$ cat src/rtl/ddr_frame_cmd_sched_if.sv
// ddr_frame_cmd_sched_if: command-port, request and status bundle of the frame command scheduler
interface ddr_frame_cmd_sched_if #(
    parameter int CH_NUM = 2
);
    logic [CH_NUM-1:0] wr_req;
    logic [CH_NUM-1:0] rd_req;
    logic              cmd_valid;
    logic              cmd_ready;
    logic [2:0]        cmd_cmd;
    logic [7:0]        cmd_bl;
    logic [27:0]       cmd_addr;
    logic [1:0]        cmd_ch;
    logic              burst_done;
    logic [CH_NUM-1:0] rd_start;
    logic [CH_NUM-1:0] frame_done;

    modport master (
        input  wr_req, rd_req, cmd_ready, burst_done,
        output cmd_valid, cmd_cmd, cmd_bl, cmd_addr, cmd_ch, rd_start, frame_done
    );

    modport slave (
        output wr_req, rd_req, cmd_ready, burst_done,
        input  cmd_valid, cmd_cmd, cmd_bl, cmd_addr, cmd_ch, rd_start, frame_done
    );
endinterface

$ cat src/rtl/ddr_frame_cmd_sched.sv
// ddr_frame_cmd_sched: round-robin DDR3 command scheduler with per-channel frame buffering
module ddr_frame_cmd_sched #(
    parameter int CH_NUM      = 2,
    parameter int BURST_LEN   = 64,
    parameter int ADDR_STEP   = 512,
    parameter int FRAME_WORDS = 393216,
    parameter int FRAME_BUF   = 3,
    parameter int BASE_ADDR   = 0,
    parameter int CH_STRIDE   = FRAME_BUF * FRAME_WORDS
) (
    input  logic                   ui_clk,
    input  logic                   rst_n,
    ddr_frame_cmd_sched_if.master  bus
);
    localparam int NR = 2 * CH_NUM;
    localparam int RW = $clog2(NR);
    localparam logic [27:0] FE   = 28'(FRAME_WORDS - ADDR_STEP);
    localparam logic [27:0] STEP = 28'(ADDR_STEP);

    typedef enum logic [1:0] {S_IDLE, S_ISSUE, S_WAIT} state_t;

    state_t            r_state;
    state_t            w_next;
    logic [RW-1:0]     r_ptr;
    logic [RW-1:0]     r_gnt;
    logic [2:0]        r_cmd;
    logic [1:0]        r_ch;
    logic [27:0]       r_addr;
    logic [CH_NUM-1:0] r_rd_start;
    logic [CH_NUM-1:0] r_frame_done;
    logic [27:0]       r_off  [NR];
    logic [1:0]        r_wbuf [CH_NUM];
    logic [1:0]        r_rbuf [CH_NUM];
    logic [1:0]        r_last [CH_NUM];

    logic [NR-1:0]     w_req;
    logic [2*NR-1:0]   w_dbl;
    logic [NR-1:0]     w_rot;
    logic              w_any;
    logic [RW-1:0]     w_sel;
    logic [27:0]       w_off;
    logic [27:0]       w_goff;
    logic [1:0]        w_wb;
    logic [1:0]        w_rb;
    logic [1:0]        w_last;
    logic [1:0]        w_buf;
    logic [1:0]        w_gwb;
    logic [1:0]        w_grb;
    logic [1:0]        w_nb1;
    logic [1:0]        w_nb;
    logic [27:0]       w_addr;

    // Requester vector r=2*ch+{wr,rd}; reads stay masked until the channel owns a complete frame
    always_comb begin
        w_req = '0;
        for (int c = 0; c < CH_NUM; c++) begin
            w_req[2*c]   = bus.wr_req[c];
            w_req[2*c+1] = bus.rd_req[c] & r_rd_start[c];
        end
    end

    // Round-robin pick: rotate so the pointer sits at bit 0, lowest set bit wins
    always_comb begin
        w_dbl = {w_req, w_req} >> r_ptr;
        w_rot = w_dbl[NR-1:0];
        w_any = 1'b0;
        w_sel = '0;
        for (int k = NR - 1; k >= 0; k--) begin
            if (w_rot[k]) begin
                w_any = 1'b1;
                w_sel = RW'((int'(r_ptr) + k) % NR);
            end
        end
    end

    // Address of the candidate grant and next write buffer of the granted channel
    always_comb begin
        w_off  = '0;
        w_goff = '0;
        w_wb   = '0;
        w_rb   = '0;
        w_last = '0;
        w_gwb  = '0;
        w_grb  = '0;
        for (int r = 0; r < NR; r++) begin
            if (r == int'(w_sel)) w_off = r_off[r];
            if (r == int'(r_gnt)) w_goff = r_off[r];
        end
        for (int c = 0; c < CH_NUM; c++) begin
            if (c == int'(w_sel >> 1)) begin
                w_wb   = r_wbuf[c];
                w_rb   = r_rbuf[c];
                w_last = r_last[c];
            end
            if (c == int'(r_ch)) begin
                w_gwb = r_wbuf[c];
                w_grb = r_rbuf[c];
            end
        end
        w_buf  = w_sel[0] ? ((w_off == '0) ? w_last : w_rb) : w_wb;
        w_addr = 28'(BASE_ADDR + int'(w_sel >> 1) * CH_STRIDE + int'(w_buf) * FRAME_WORDS + int'(w_off));
        w_nb1  = (int'(w_gwb) == FRAME_BUF - 1) ? 2'd0 : w_gwb + 2'd1;
        w_nb   = (FRAME_BUF == 3 && w_nb1 == w_grb) ? ((w_nb1 == 2'd2) ? 2'd0 : w_nb1 + 2'd1) : w_nb1;
    end

    // FSM state register
    always_ff @(posedge ui_clk) begin
        if (!rst_n) r_state <= S_IDLE;
        else        r_state <= w_next;
    end

    // FSM next state: grant, handshake, then wait for the data phase to finish
    always_comb begin
        w_next = r_state;
        if (r_state == S_IDLE && w_any)                w_next = S_ISSUE;
        else if (r_state == S_ISSUE && bus.cmd_ready)  w_next = S_WAIT;
        else if (r_state == S_WAIT && bus.burst_done)  w_next = S_IDLE;
    end

    // Command latch at grant; offsets, pointer and buffer rotation on burst completion
    always_ff @(posedge ui_clk) begin
        if (!rst_n) begin
            r_ptr        <= '0;
            r_gnt        <= '0;
            r_cmd        <= '0;
            r_ch         <= '0;
            r_addr       <= '0;
            r_rd_start   <= '0;
            r_frame_done <= '0;
            for (int r = 0; r < NR; r++) r_off[r] <= '0;
            for (int c = 0; c < CH_NUM; c++) begin
                r_wbuf[c] <= '0;
                r_rbuf[c] <= '0;
                r_last[c] <= '0;
            end
        end else begin
            r_frame_done <= '0;
            if (r_state == S_IDLE && w_any) begin
                r_gnt  <= w_sel;
                r_cmd  <= {2'b00, w_sel[0]};
                r_ch   <= 2'(w_sel >> 1);
                r_addr <= w_addr;
                for (int c = 0; c < CH_NUM; c++)
                    if (w_sel[0] && w_off == '0 && c == int'(w_sel >> 1)) r_rbuf[c] <= w_last;
            end
            if (r_state == S_WAIT && bus.burst_done) begin
                r_ptr <= (int'(r_gnt) == NR - 1) ? '0 : r_gnt + 1'b1;
                for (int r = 0; r < NR; r++)
                    if (r == int'(r_gnt)) r_off[r] <= (r_off[r] == FE) ? '0 : r_off[r] + STEP;
                for (int c = 0; c < CH_NUM; c++) begin
                    if (!r_gnt[0] && w_goff == FE && c == int'(r_ch)) begin
                        r_frame_done[c] <= 1'b1;
                        r_rd_start[c]   <= 1'b1;
                        r_last[c]       <= r_wbuf[c];
                        r_wbuf[c]       <= w_nb;
                    end
                end
            end
        end
    end

    // Output drive: valid only while issuing, command fields from the grant latch
    always_comb begin
        bus.cmd_valid  = (r_state == S_ISSUE);
        bus.cmd_cmd    = r_cmd;
        bus.cmd_bl     = 8'(BURST_LEN);
        bus.cmd_addr   = r_addr;
        bus.cmd_ch     = r_ch;
        bus.rd_start   = r_rd_start;
        bus.frame_done = r_frame_done;
    end
endmodule
$ cat src/flat_wrapper.sv
// flat-port wrapper written by rule: the top's interface ports become plain ports
module ddr_frame_cmd_sched_flat 
#(
    parameter int CH_NUM      = 2,
    parameter int BURST_LEN   = 64,
    parameter int ADDR_STEP   = 512,
    parameter int FRAME_WORDS = 393216,
    parameter int FRAME_BUF   = 3,
    parameter int BASE_ADDR   = 0,
    parameter int CH_STRIDE   = FRAME_BUF * FRAME_WORDS
)
  (ui_clk, rst_n, bus_wr_req, bus_rd_req, bus_cmd_ready, bus_burst_done, bus_cmd_valid, bus_cmd_cmd, bus_cmd_bl, bus_cmd_addr, bus_cmd_ch, bus_rd_start, bus_frame_done);
  ddr_frame_cmd_sched_if #(.CH_NUM(CH_NUM)) bus_i ();
  input  logic ui_clk;
  input  logic rst_n;
  input wire logic [$bits(bus_i.wr_req)-1:0] bus_wr_req;
  input wire logic [$bits(bus_i.rd_req)-1:0] bus_rd_req;
  input wire logic [$bits(bus_i.cmd_ready)-1:0] bus_cmd_ready;
  input wire logic [$bits(bus_i.burst_done)-1:0] bus_burst_done;
  output wire logic [$bits(bus_i.cmd_valid)-1:0] bus_cmd_valid;
  output wire logic [$bits(bus_i.cmd_cmd)-1:0] bus_cmd_cmd;
  output wire logic [$bits(bus_i.cmd_bl)-1:0] bus_cmd_bl;
  output wire logic [$bits(bus_i.cmd_addr)-1:0] bus_cmd_addr;
  output wire logic [$bits(bus_i.cmd_ch)-1:0] bus_cmd_ch;
  output wire logic [$bits(bus_i.rd_start)-1:0] bus_rd_start;
  output wire logic [$bits(bus_i.frame_done)-1:0] bus_frame_done;
  assign bus_i.wr_req = bus_wr_req;
  assign bus_i.rd_req = bus_rd_req;
  assign bus_i.cmd_ready = bus_cmd_ready;
  assign bus_i.burst_done = bus_burst_done;
  assign bus_cmd_valid = bus_i.cmd_valid;
  assign bus_cmd_cmd = bus_i.cmd_cmd;
  assign bus_cmd_bl = bus_i.cmd_bl;
  assign bus_cmd_addr = bus_i.cmd_addr;
  assign bus_cmd_ch = bus_i.cmd_ch;
  assign bus_rd_start = bus_i.rd_start;
  assign bus_frame_done = bus_i.frame_done;
  ddr_frame_cmd_sched #(.CH_NUM(CH_NUM), .BURST_LEN(BURST_LEN), .ADDR_STEP(ADDR_STEP), .FRAME_WORDS(FRAME_WORDS), .FRAME_BUF(FRAME_BUF), .BASE_ADDR(BASE_ADDR), .CH_STRIDE(CH_STRIDE)) u_core (.ui_clk(ui_clk), .rst_n(rst_n), .bus(bus_i));
endmodule
$ cat config.mk
export PLATFORM = sky130hd
export DESIGN_NAME = ddr_frame_cmd_sched_flat
export DESIGN_NICKNAME = d
export VERILOG_FILES = /design/src/rtl/ddr_frame_cmd_sched_if.sv /design/src/rtl/ddr_frame_cmd_sched.sv /design/src/flat_wrapper.sv
export SDC_FILE = /design/constraint.sdc
export NUM_CORES = 1
export LEC_CHECK = 0
export BUFFER_PORTS_ARGS = -buffer_cell sky130_fd_sc_hd__buf_2
export CELL_PAD_IN_SITES_DETAIL_PLACEMENT = 0
export CELL_PAD_IN_SITES_GLOBAL_PLACEMENT = 2
export CORE_MARGIN = 4
export CORE_UTILIZATION = 35
export DETAILED_ROUTE_END_ITERATION = 8
export PLACE_DENSITY = 0.75
export REMOVE_ABC_BUFFERS = 1
export SYNTH_ARGS = -nofsm -noshare
export SYNTH_HDL_FRONTEND = slang
export SYNTH_SLANG_ARGS = --single-unit
$ cat constraint.sdc
create_clock -name ui_clk -period 5.9 [get_ports ui_clk]
set_input_delay 0.59 -clock ui_clk [delete_from_list [all_inputs] [get_ports ui_clk]]
set_output_delay 0.59 -clock ui_clk [all_outputs]
set_load 0.1 [all_outputs]
* Word-level counts from Yosys, hierarchy flattened
Memory sizes are Yosys's and may differ from the RTL's.
Index checks and enable logic that the tools add are counted.
Widths: inputs -> output; s select.
** Storage, ports and cells
- Register bits :: 40
- RAM bits :: 124
- Input bits :: 8
- Output and inout port bits :: 46
- Logic and storage cells :: 163
- Memories kept :: 4
** Memories
- u_core.r_off :: words 4, bits a word 28, rd ports 4, clocked after memory_dff 0, wr ports 4, RTL line ddr_frame_cmd_sched.sv:31 : logic [27:0] r_off [NR];
- u_core.r_last :: words 2, bits a word 2, rd ports 2, clocked after memory_dff 0, wr ports 2, RTL line ddr_frame_cmd_sched.sv:34 : logic [1:0] r_last [CH_NUM];
- u_core.r_rbuf :: words 2, bits a word 2, rd ports 2, clocked after memory_dff 0, wr ports 2, RTL line ddr_frame_cmd_sched.sv:33 : logic [1:0] r_rbuf [CH_NUM];
- u_core.r_wbuf :: words 2, bits a word 2, rd ports 2, clocked after memory_dff 0, wr ports 2, RTL line ddr_frame_cmd_sched.sv:32 : logic [1:0] r_wbuf [CH_NUM];
** Operators by class
- $add $sub $neg :: 12
- Multiply operators :: 2
- Equal/unequal tests :: 17
- Shift operators :: 1
- Multiplexer cells :: 82
- Bitwise gates (word level) :: 13
- Reductions and logical operators :: 22
** Operator list (count)
- $mux 28 :: 16
- $eq 28x19->1 const B :: 5
- $add 28x10->28 const B :: 4
- $add 28x28->28 :: 2
- $mux 2 :: 28
- $mux 1 :: 38
- $logic_not 32->1 :: 1
- $logic_not 28->1 :: 1
- $or 1x1->1 :: 10
- $logic_and 1x1->1 :: 9
- $add 2x1->2 const B :: 4
- $eq 2x2->1 const A :: 4
- $logic_not 2->1 :: 4
- $shr 8x2->4 :: 1
- $eq 2x2->1 const B :: 3
- $reduce_and 2->1 :: 3
- $mul 1x4->5 const B :: 1
- $add 2x2->2 const B :: 2
- $eq 1x2->1 const A :: 2
- $eq 2x1->1 const B :: 2
- $mul 2x2->4 const B :: 1
- $reduce_bool 3->1 :: 1
- $and 1x1->1 :: 2
- $eq 2x2->1 :: 1
- 4 further kinds :: 4

* Logic depth before layout (Yosys ltp)
- Word-level depth :: 19
- Depth in mapped cells :: 22
- Mapped depth without buffers :: 21

* Worst setup path before layout
OpenSTA, ideal clock, no wires.
- Kind :: reg2reg
- Start :: register u_core.r_rd_start[1] (netlist: u_core.bus.rd_start[1])
- End :: register u_core.r_addr[25] (netlist: u_core.bus.cmd_addr[25])
- Library setup time :: 0.134 ns
- Data arrival time :: 4.830 ns
- Required time :: 5.766 ns
- Path slack :: 0.936 ns
- Stages on the path, launching flop included :: 22
- Buffers on the path :: 1
- Period minus slack after synthesis :: 4.964 ns
- Cells stage by stage :: dfxtp_1 > a22o_1 > o211a_2 > buf_6 > a21oi_1 > a211oi_1 > o22ai_1 > nor4_4 > and2_2 > o211a_1 > ha_1 > inv_1 > fa_1 > inv_1 > ha_1 > a21oi_1 > nor2b_1 > nor2_1 > nor3_1 > nor3b_1 > xor2_1 > a21oi_1
** On the way
- Word-level cells in the longest chain between the ends :: 17
- Elaborated cells on any way between the ends :: 33
** RTL lines
- start, declared :: RTL line ddr_frame_cmd_sched.sv:29 : logic [CH_NUM-1:0] r_rd_start;
- start signal, assigned :: RTL line ddr_frame_cmd_sched.sv:128 : r_rd_start <= '0;
- start signal, assigned by index :: RTL line ddr_frame_cmd_sched.sv:153 : r_rd_start[c] <= 1'b1;
- $and 1x1->1 * :: RTL line ddr_frame_cmd_sched.sv:58 : w_req[2*c+1] = bus.rd_req[c] & r_rd_start[c];
- $shr 8x2->4 * :: RTL line ddr_frame_cmd_sched.sv:64 : w_dbl = {w_req, w_req} >> r_ptr;
- $mux 2 (4 in a row) :: RTL line ddr_frame_cmd_sched.sv:69 : if (w_rot[k]) begin
- $logic_not 2->1 :: RTL line ddr_frame_cmd_sched.sv:86 : if (r == int'(w_sel)) w_off = r_off[r];
- $mux 28 (4 in a row) :: RTL line ddr_frame_cmd_sched.sv:86
- $logic_not 28->1 :: RTL line ddr_frame_cmd_sched.sv:100 : w_buf = w_sel[0] ? ((w_off == '0) ? w_last : w_rb) : w_wb;
- $mux 2 (2 in a row) :: RTL line ddr_frame_cmd_sched.sv:100
- $mul 2x2->4 :: RTL line ddr_frame_cmd_sched.sv:101 : w_addr = 28'(BASE_ADDR + int'(w_sel >> 1) * CH_STRIDE + int'(w_buf) * FRAME_WORDS + int'(w_off));
- $add 28x28->28 (2 in a row) :: RTL line ddr_frame_cmd_sched.sv:101
- end signal, assigned :: RTL line ddr_frame_cmd_sched.sv:142 : r_addr <= w_addr;
- end, declared :: RTL line ddr_frame_cmd_sched.sv:28 : logic [27:0] r_addr;
Every way passes the cells marked *; elsewhere a longest branch is shown, timed or not.
A chain may end at the register's enable or synchronous reset.

* Worst setup path after layout
- Start :: register u_core.r_rd_start[1] (netlist: u_core.bus.rd_start[1])
- End :: register u_core.r_addr[26] (netlist: u_core.bus.cmd_addr[26])
Same word-level chain as after synthesis.

==> summary.md <==
| Metric | Value |
|---|---|
| # setup viols final | 0 |
| Antenna diodes | 0 |
| # rows | 52 |
| Crit-path cells | a22o_1 -> o211ai_2 -> nor2_4 -> a21oi_1 -> a22oi_1 -> nor4_4 -> and2_2 -> o211a_1 -> ha_1 -> inv_1 -> ha_1 -> ha_1 -> fa_1 -> a21o_1 -> a21oi_1 -> nor3_1 -> nor4b_2 -> xnor2_1 -> a211oi_2 |
| Clk sinks | 117 |
| Post-synthesis sequential area ratio | 44.9% |
| CP Launch Type | flip-flop |
| Top-count cell post-synth | nand2_1 |
| Setup bufs post-CTS | 0 |
| Comb pwr share | 15.7% |
| DR WL/cell | 18.9 um |
| Share of layout cells above drive strength 1 | 10.6% |
| Antenna violations before repair | 0 |
| First-pass GRT wire length | 31800 um |
| Net Sw Frac | 30.5% |
| Power per standard cell area | 295 nW/um2 |
| Worst slew pin tran | 1.10 ns |
| Peak VDD IR | 0.000168 V |
| Total CTS buffers | 17 |
| Syn Inst Count | 794 |
| Post-synth top flop | edfxtp_1 |
| Hold Path Depth | 2 |
| Required @ worst endpoint | 6.24 ns |
| Core area | 20200 um2 |
| Multiplexer share of the synthesized area | 1.33% |
| CP Buf/Inv Count | 1 |
| Tcrit/Tclk final | 86.2% |
| Seq pwr share | 40.8% |
| Reg2Reg Setup Slack | 0.82 ns |
| Max stage delay on crit path | 0.52 ns |
| Worst path depth | 19 |
| Final instance area | 8100 um2 |
| FMAX | 0.197 GHz |
| Die Height | 151 um |
| Worst Setup End Kind | flip-flop |
| Leakage Power | 2.99 nW |
| Hpwl dp | 15300 um |
| Post-Synthesis Cell Area | 7170 um2 |
| Clk_skew | 0.0160 ns |
| Worst Path Arrival | 5.42 ns |
| Drt pass-1 iters | 5 |
| Delay-heaviest family, CP | compound AO/OA/AOI/OAI gates |
| Ys Warns | 0 |
| Top cell by count, worst path | ha_1 |
| Internal power | 1.66 mW |
| Synthesized area per cell | 9.03 um2 |
| Largest family of logic cells by synthesized area | simple AND/OR/NAND/NOR gates |
| Vias/cell | 5.31 |
| R2R Path End | u_core.bus.cmd_addr[26] |
| Placer Congestion | 0.869 |
| Post-synthesis compound-gate area fraction | 11.5% |
| Critical-path maximum fanout | 26 |
| Clock-pin transition on the worst setup and hold timing paths | 0.05 ns |
| Slew headroom | 26.1% |
| Slowest CP cell | nor2_4 |
| Setup CP Type | reg2reg |
| WHS | 0.455 ns |
| Worst flop-to-flop path startpoint | u_core.bus.rd_start[1] |
| Setup TNS | 0 ns |
| GR Overflow Total | 0 |
| Endpoints failing hold | 0 |
| Final ANT Viol Nets | 0 |
| # Max-Cap Violations | 0 |
| Vias | 5853 |
| Min-delay src | u_core.bus.cmd_addr[19] |
| Hold Path Class | reg2reg |
| Clock network power share | 43.5% |
| Pin count of the biggest net entering global routing | 27 |
| Root buffer cell | clkbuf_16 |
| Post-CTS sizing | 0 |
| Number of global-route vias before repair | 5495 |
| Run status | completed |
| Total GRT Usage | 18.5% |
| Simple-Gate Fraction of Synth Area | 24.0% |
| RSZ-0062 raised after global routing | no |
| Final wirelength | 20800 um |
| Placed Area | 7510 um2 |
| Clock Latency Late Sink | 0.43 ns |
| Yosys reg bits | 117 |
| H-tree depth | 4 |
| 1st-iter DRT viols | 458 |
| Power Total | 2.39 mW |
| Port Buffer Count | 33 |
| Starting Density | 35.6% |
| Synthesis-to-finish area growth | 13.0% |
| Most frequent cells after synthesis | nand2_1 (102), nor2_1 (92), edfxtp_1 (88) |
| Full die area | 22800 um2 |
| Adder-Cell Fraction of Synth Area | 3.63% |
| CTS tree | yes |
| Remaining DRCs | 0 |
| P_sw | 731 uW |
| Synth top area cells | edfxtp_1 (37%), dfxtp_1 (8.1%), nand2_1 (5.3%), nor2_1 (4.8%), xor2_1 (4.6%) |
| Pins over their slew limit | 0 |
| Ports | 54 |
| NumNets Final | 846 |
| Yosys top cell by area | edfxtp_1 |
| Unique masters post-synth | 64 |
| Worst-case reg-to-reg path depth | 19 |
| Share of flip-flops with an asynchronous set or reset | 0% |
| Post-synth EDFFs | 88 |
| WHS Endpoint | u_core.bus.cmd_addr[19] |
| Top cell type's share of synthesized area | 36.8% |
| Tmin final | 5.08 ns |
| Chip Width | 151 um |
| Post-synthesis xor/xnor area fraction | 8.30% |
| Max Buffers Root-to-Sink | 2 |
| Hold Buf Count CTS | 0 |
==> per-stage QoR <==
stage,setup WS (ns),cells,utilization [%]
final,0.817,1102,40.2
after global routing,0.499,1102,40.2
after CTS,0.863,1102,40.2
after detailed placement,0.592,1070,37.3
after global placement,0.651,1070,37.3
after floorplan,0.558,756,-
==> worst min-delay path, stage by stage, from the launching register on <==
cell     delay, ns
dfxtp_1       0.30
nand2_1       0.05
a21oi_1       0.05
==> registers in the layout, summed over array words and instances (netlist names) <==
register / count
u_core.r_wbuf: 4
u_core.r_gnt: 1
u_core.r_state: 2
u_core.r_off: 76
u_core.bus.rd_start: 2
u_core.bus.cmd_addr: 19
u_core.r_last: 4
u_core.bus.frame_done: 2
u_core.r_ptr: 2
u_core.r_rbuf: 4
u_core.bus.cmd_ch: 1
==> cell type report <==
class	instances	area, um2
timing repair buffer	44	248
tap	270	338
sequential	117	3220
clock inverter	14	160
fill	2015	12100
multi-input combinational	606	3580
clock buffer	18	429
inverter	33	124
==> routing by layer <==
metal	vias to the layer above	part of all wire (%)	global-route usage, %
li1	2826	-	-
met1	2876	48	25.7
met2	127	46	29.1
met3	24	3.9	3.32
met4	0	2.1	6.35
met5	-	0	0
==> how the worst max path moves through the flow <==
stage | endpoint | slack [ns] | from
final | u_core.bus.cmd_addr[26] | 0.82 | u_core.bus.rd_start[1]
after global routing | u_core.bus.cmd_addr[25] | 0.50 | u_core.r_ptr[1]
after CTS | u_core.bus.cmd_addr[26] | 0.86 | u_core.bus.rd_start[1]
after detailed placement | u_core.bus.cmd_addr[25] | 0.59 | bus_rd_req[0]
after global placement | u_core.bus.cmd_addr[26] | 0.65 | bus_wr_req[0]
after floorplan | u_core.bus.cmd_addr[25] | 0.56 | u_core.bus.rd_start[1]
==> cells by family (layout without fill, tap and decap cells) <==
group           Yosys count  after routing
compound gates          130            130
xor+xnor                 68             68
fa+ha+maj                19             19
buf+inv                  89            109
flops                   117            117
mux                       9              9
other cells               2             20
simple gates            360            360
==> layout by cell type (no fill, tap or decap), drive strengths merged, types with 15 or more instances in the layout <==
cell type	netlist	final
nand4	15	15
buf	31	44
dfxtp	29	29
xor2	38	38
edfxtp	88	88
ha	16	16
nand2	104	104
inv	33	34
and3	20	20
xnor2	30	30
nor3	24	24
o21ai	27	27
clkbuf	25	18
conb	2	20
nand3	53	53
a21oi	45	45
nor2	93	93
==> power groups by stage <==
stage | registers, mW | clock network (mW) | logic (mW)
detailed placement | 0.992 | 0 | 0.375
finish | 0.976 | 1.04 | 0.375
global route | 0.980 | 1.10 | 0.401
floorplan | 1.08 | 0 | 0.193
CTS | 0.975 | 1.07 | 0.377
global placement | 0.990 | 0 | 0.374
(Power assumes the default switching activity.)
